$ cat src/rtl/namuru_pkg.sv
// namuru_pkg
//   Shared constants for the Namuru correlator status block: bit positions
//   of the status word and default counter widths. Also used by the
//   register map and the bus decoder.
package namuru_pkg;

    localparam int unsigned STATUS_ACCUM_BIT = 0;
    localparam int unsigned STATUS_TIC_BIT   = 1;
    localparam int unsigned STATUS_OVR_BIT   = 2;
    localparam int unsigned STATUS_WIDTH     = 3;

    localparam int unsigned OVR_WIDTH_DEF    = 8;
    localparam int unsigned EPOCH_WIDTH_DEF  = 32;

endpackage

$ cat src/rtl/namuru_sticky_flag.sv
// namuru_sticky_flag
//   Single sticky flag: set by a one-cycle strobe, held until cleared.
//   A set and a clear in the same cycle leave the flag set, so no event
//   can be lost to a coincident clear.
// Ports:
//   clk  - system clock
//   rstn - synchronous reset, active-high
//   set  - set strobe
//   clr  - clear strobe
//   q    - flag state
module namuru_sticky_flag (
    input  logic clk,
    input  logic rstn,
    input  logic set,
    input  logic clr,
    output logic q
);

    always_ff @(posedge clk) begin
        if (rstn)
            q <= 1'b0;
        else if (set)
            q <= 1'b1;
        else if (clr)
            q <= 1'b0;
    end

endmodule

$ cat src/rtl/namuru_status_ctrl.sv
// namuru_status_ctrl
//   Status and interrupt controller behind the time base. Converts the
//   accum/tic strobes into sticky CPU-readable flags, drives the level
//   accumulator interrupt, counts TIC epochs and counts accumulation
//   interrupts that were not serviced before the next one (overruns).
// Ports:
//   clk           - system clock
//   rstn          - synchronous reset, active-high
//   tic_enable    - one-cycle TIC strobe
//   accum_enable  - one-cycle accumulation strobe
//   int_enable    - accumulator interrupt mask (1 = enabled)
//   status_read   - CPU reads status this cycle (clears accum/tic flags)
//   overrun_clear - clears overrun flag and counter
//   status        - {overrun_flag, tic_flag, accum_flag}
//   accum_int     - level interrupt to CPU
//   overrun_count - saturating count of missed accumulation interrupts
//   tic_epoch     - wrapping count of TICs since reset
module namuru_status_ctrl
    import namuru_pkg::*;
#(
    parameter int unsigned OVR_WIDTH   = OVR_WIDTH_DEF,
    parameter int unsigned EPOCH_WIDTH = EPOCH_WIDTH_DEF
) (
    input  logic                    clk,
    input  logic                    rstn,
    input  logic                    tic_enable,
    input  logic                    accum_enable,
    input  logic                    int_enable,
    input  logic                    status_read,
    input  logic                    overrun_clear,
    output logic [STATUS_WIDTH-1:0] status,
    output logic                    accum_int,
    output logic [OVR_WIDTH-1:0]    overrun_count,
    output logic [EPOCH_WIDTH-1:0]  tic_epoch
);

    logic accum_flag;
    logic tic_flag;
    logic overrun_flag;
    logic overrun_evt;

    // A read in the same cycle consumes the pending interrupt, so a new
    // accum strobe then is not a miss.
    always_comb begin
        overrun_evt = accum_enable & accum_flag & ~status_read;
    end

    namuru_sticky_flag u_accum_flag (
        .clk  (clk),
        .rstn (rstn),
        .set  (accum_enable),
        .clr  (status_read),
        .q    (accum_flag)
    );

    namuru_sticky_flag u_tic_flag (
        .clk  (clk),
        .rstn (rstn),
        .set  (tic_enable),
        .clr  (status_read),
        .q    (tic_flag)
    );

    namuru_sticky_flag u_overrun_flag (
        .clk  (clk),
        .rstn (rstn),
        .set  (overrun_evt),
        .clr  (overrun_clear),
        .q    (overrun_flag)
    );

    always_ff @(posedge clk) begin
        if (rstn)
            overrun_count <= '0;
        else if (overrun_clear)
            overrun_count <= overrun_evt ? OVR_WIDTH'(1) : '0;
        else if (overrun_evt && (overrun_count != '1))
            overrun_count <= overrun_count + OVR_WIDTH'(1);
    end

    always_ff @(posedge clk) begin
        if (rstn)
            tic_epoch <= '0;
        else if (tic_enable)
            tic_epoch <= tic_epoch + EPOCH_WIDTH'(1);
    end

    always_comb begin
        status                   = '0;
        status[STATUS_ACCUM_BIT] = accum_flag;
        status[STATUS_TIC_BIT]   = tic_flag;
        status[STATUS_OVR_BIT]   = overrun_flag;
    end

    // Mask only gates the output; the flag itself is never affected.
    always_comb begin
        accum_int = accum_flag & int_enable;
    end

endmodule

$ cat config.mk
export PLATFORM = sky130hd
export DESIGN_NAME = namuru_status_ctrl
export DESIGN_NICKNAME = d
export VERILOG_FILES = /design/src/rtl/namuru_pkg.sv /design/src/rtl/namuru_sticky_flag.sv /design/src/rtl/namuru_status_ctrl.sv
export SDC_FILE = /design/constraint.sdc
export NUM_CORES = 1
export LEC_CHECK = 0
export CAP_MARGIN = 30
export CORE_MARGIN = 5
export CORE_UTILIZATION = 49
export CTS_CLUSTER_DIAMETER = 80
export DETAILED_ROUTE_END_ITERATION = 10
export PLACE_DENSITY = 0.78
export SLEW_MARGIN = 15
export SYNTH_ARGS = -nofsm -noshare
export SYNTH_HDL_FRONTEND = slang
export SYNTH_SLANG_ARGS = --single-unit
export TNS_END_PERCENT = 30
$ cat constraint.sdc
create_clock -name clk -period 2.2 [get_ports clk]
set_input_delay 0.33 -clock clk [delete_from_list [all_inputs] [get_ports clk]]
set_output_delay 0.33 -clock clk [all_outputs]
set_load 0.03 [all_outputs]
* Word level (Yosys, flattened, before mapping)
Cells that the tools add are included.
Widths: inputs -> output; s select.
** Operators by class
- $add $sub $neg :: 2
- Equality and inequality tests :: 1
- Muxes and demuxes :: 8
- Bitwise gates (word level) :: 4
- Reduce and logical (&&, ||, !) cells :: 5
** Operators by type and width (number)
- $add 32x1->32 const B :: 1
- $mux 8 :: 2
- $add 8x1->8 const B :: 1
- $ne 8x8->1 const B :: 1
- $reduce_bool 2->1 :: 4
- $mux 1 :: 6
- $and 1x1->1 :: 3
- $logic_and 1x1->1 :: 1
- $not 1->1 :: 1
** Storage, ports and cells
- Register bits after elaboration :: 43
- Input port bits :: 7

* Depth between registers and ports, before layout
- Depth after elaboration :: 5
- Mapped depth :: 7
- Mapped depth without buffers :: 5

* Hierarchy
Synthesis repeated with hierarchy kept, for this count alone.
** Second synthesis, totals
- Cell total of the unflattened synthesis :: 240
- Area total of the unflattened synthesis :: 2114.5 µm²
** By module, submodules not included
- namuru_status_ctrl :: instances 1, cells each 228, area each 1998.2 µm²
- namuru_sticky_flag :: instances 3, cells each 4, area each 38.8 µm²

* Least setup slack after synthesis
OpenSTA, ideal clock, no wires.
- Path type :: reg2reg
- Start point :: reg tic_epoch[4]
- End point :: reg tic_epoch[31]
- Setup time :: 0.123 ns
- Arrival :: 1.836 ns
- Data required time :: 2.077 ns
- Setup slack :: 0.240 ns
- Stages on the path, launching flop included :: 7
- Path through :: dfxtp_1 -> and4_1 -> buf_2 -> nand4_4 -> buf_6 -> nor4_1 -> mux2_1
** Between the ends
- Word-level cells in the longest chain between the ends :: 1
** RTL lines
- from (decl) :: RTL line namuru_status_ctrl.sv:34 : output logic [EPOCH_WIDTH-1:0] tic_epoch
- from (signal assigned) :: RTL line namuru_status_ctrl.sv:85 : tic_epoch <= tic_epoch + EPOCH_WIDTH'(1);
- $add 32x1->32 :: RTL line namuru_status_ctrl.sv:85
Every way passes these cells.
A chain may end at the register's enable or synchronous reset.

* Worst setup path in the final report
- Start point :: reg tic_epoch[8]
- End point :: out tic_epoch[8]
No word-level cell between the ends.

==> summary.txt <==
Run status
  • Status: complete, no violations

Logic synthesis
  • Synth area leaders: dfxtp_1 (42%), a21oi_1 (6.1%), o31ai_1 (4.7%)
  • Synth cell types: 42
  • Syn_nets: 242
  • Avg Inst Size Synth: 8.83 um2
  • Most used DFF post-synth: dfxtp_1
  • Synthesized flop and latch total: 43
  • Mapped Cells: 233
  • Async S/R FF share, synth: 0%
  • Post-synth EDFFs: 0
  • Synth Warn #: 0
  • Sequential share of the synthesized area: 41.8%
  • Top cell type's share of synthesized area: 41.8%
  • Largest area contributor in the netlist: dfxtp_1
  • Post-Syn Area: 2060 um2

Placed design
  • GP Congestion: 0.768
  • IO buf count: 50
  • HPWL Detailed: 3280 um

Final layout
  • # diodes: 0
  • Seq. cell area: 861 um2
  • Multi-input gate area: 1070 um2
  • Area delta synth->final: 31.2%
  • Fillers: 346
  • Fin nets: 294
  • Share of cells above drive strength 1: 8.74%
  • Final core occ: 67.0%

Setup path
  • Crit-path leading delay family: buffers and inverters
  • Worst EP required: 1.87 ns
  • Critical Path Max Stage Delay: 0.76 ns
  • Worst path slowest cell: clkdlybuf4s50_1
  • Crit start category: flip-flop
  • Crit path kind: reg -> out
  • Worst reg2reg path endpoint: tic_epoch[25]$_SDFFE_PP0P_
  • R2R cell count: 4
  • Crit. End Element: output pin
  • Critical R2R Launch: tic_epoch[5]$_SDFFE_PP0P_
  • CP arrival: 1.58 ns
  • Crit path from: tic_epoch[8]$_SDFFE_PP0P_
  • Critical Path Fanout Max: 8
  • Worst path cell trace: clkdlybuf4s50_1
  • Buf+Inv Stages, Crit Path: 1
  • R2R Setup Slk: 0.30 ns

Floorplan
  • Die W: 74.8 um
  • Die area: 5600 um2
  • Core area: 4030 um2
  • # IOs: 51
  • Initial Util: 51.1%
  • Die H: 74.8 um
  • FP Rows: 23

Hold path
  • HP Class: reg -> reg
  • Min-Delay Endpoint: u_overrun_flag.q$_SDFFE_PP0P_
  • Hold_sp: u_overrun_flag.q$_SDFFE_PP0P_
  • Hold Crit Depth: 2

Global routing
  • Vias in the first global route: 1751
  • Total GRT Usage: 17.5%
  • Pin count of the biggest net entering global routing: 38
  • First-pass GRT wire length: 7740 um
  • Antenna violations before repair: 0
  • Total grt overflow: 0

Timing
  • Clock Skew: 0.00554 ns
  • WHS: 0.479 ns
  • Setup TNS: 0 ns
  • Min Tclk post-route: 1.91 ns
  • Post-route clock period utilization: 86.9%
  • RSZ-0062 raised after global routing: false
  • Max_slew headroom: 65.4%
  • Max-slew violations: 0
  • Worst-margin pin slew: 0.506 ns
  • Fmax: 523 MHz
  • Final hold vios: 0
  • Final Setup Violations: 0

CTS
  • CTS tree: done
  • Buffer count from post-CTS setup fixing: 0
  • Clk sink count: 43
  • CTS root buffer: clkbuf_8
  • Number of H-tree levels: 2
  • Hold Buf Count CTS: 0
  • Clk pin slew, worst setup/hold paths: 0.08 ns
  • CTS Buf Count: 5
  • CTS resizes: 0
  • Clock latency on the worst-skew pair: 0.29 ns
  • Clk buf depth: 2

Power and ir drop
  • Leakage: 0.890 nW
  • Power per cell area: 503 nW/um2
  • Total Power: 1.36 mW
  • Max VDD drop: 0.365 mV

Routing
  • Number of DRC markers in iteration 0: 90
  • Via density: 5.72
  • Routed via count: 1922
  • Per-cell routed wire length: 13.9 um
  • 1st-pass router iterations: 4
  • Overall routed net length: 4670 um
  • DRC violations left: 0
  • Antenna Violating Nets Remaining: 0

Run
  • Max-Cap Viols: 0
-- worst max path at each step --
stage,end,depth (start not counted)
2_1_floorplan,tic_epoch[31]$_SDFFE_PP0P_,6
3_3_place_gp,tic_epoch[31]$_SDFFE_PP0P_,5
3_5_place_dp,tic_epoch[31]$_SDFFE_PP0P_,5
4_1_cts,tic_epoch[8],1
5_1_grt,tic_epoch[25]$_SDFFE_PP0P_,4
6_report,tic_epoch[8],1
-- kinds of logic after synthesis --
logic type               share of synthesized area, %
flip-flops                                       41.8
AO/OA/AOI/OAI                                    16.7
buffers and inverters                            6.26
AND/OR/NAND/NOR                                  26.5
multiplexers                                     1.52
adder cells (fa/ha/maj)                          1.22
XOR/XNOR                                         5.96
-- cell usage in the layout, fill, tap and decap left out, types with 2 or more instances in the layout --
master,n
buf_4,12
or4_1,13
nand4_1,9
dfxtp_1,43
clkbuf_8,5
a21oi_1,25
and3_1,2
ha_1,2
o31ai_1,13
nand3_1,9
clkdlybuf4s50_1,50
or3_1,6
mux2i_1,2
inv_1,9
nor2_1,21
o21ai_0,6
xnor2_1,6
nand2_1,11
and4_1,8
a2111oi_0,2
xor2_1,8
and2_1,2
a41oi_1,2
-- cells in the mapped netlist, types with 2 or more instances --
master,instances
a2111oi_0,2
a21oi_1,25
a41oi_1,2
and2_1,2
and3_1,2
and4_1,8
buf_1,2
buf_4,6
clkbuf_1,7
dfxtp_1,43
ha_1,2
inv_1,9
mux2i_1,2
nand2_1,11
nand3_1,9
nand4_1,9
nor2_1,21
o21ai_0,6
o31ai_1,13
or3_1,6
or4_1,13
xnor2_1,6
xor2_1,8
-- registers in the layout (all words and copies together) (netlist names) --
name and count:
u_tic_flag.q 1, u_accum_flag.q 1, tic_epoch 32, u_overrun_flag.q 1, overrun_count 8
-- routing by layer --
layer	GRT usage [%]	routed length, um	part of all wire, %	vias up
met1	22.0	2120	45	894
li1	-	-	-	969
met5	0	0	0	-
met3	4.27	254	5.4	6
met2	28.5	2230	48	53
met4	7.31	73	1.6	0
-- layout make-up --
class,instances,share of cell area (%)
inverter,9,1.25
clock inverter,2,0.463
clock buffer,6,2.69
tap,50,2.32
sequential,43,31.9
multi-input combinational,164,39.6
timing repair buffer,62,21.9
-- report_power, final --
part | leakage, nW | internal [mW] | switching (mW)
Sequential | 0.347 | 0.785 | 0.00684
Clock | 0.0412 | 0.222 | 0.264
Combinational | 0.502 | 0.0366 | 0.0443
Total | 0.890 | 1.04 | 0.315
-- stage by stage --
stage	cell area, um2	cells	worst slack (ns)
6_report	2700	336	0.288
3_5_place_dp	2620	328	0.0546
2_1_floorplan	2060	233	0.240
5_1_grt	2700	336	0.0927
3_3_place_gp	2620	328	0.0705
4_1_cts	2700	336	0.256
Power figures use the tool's default switching activity.
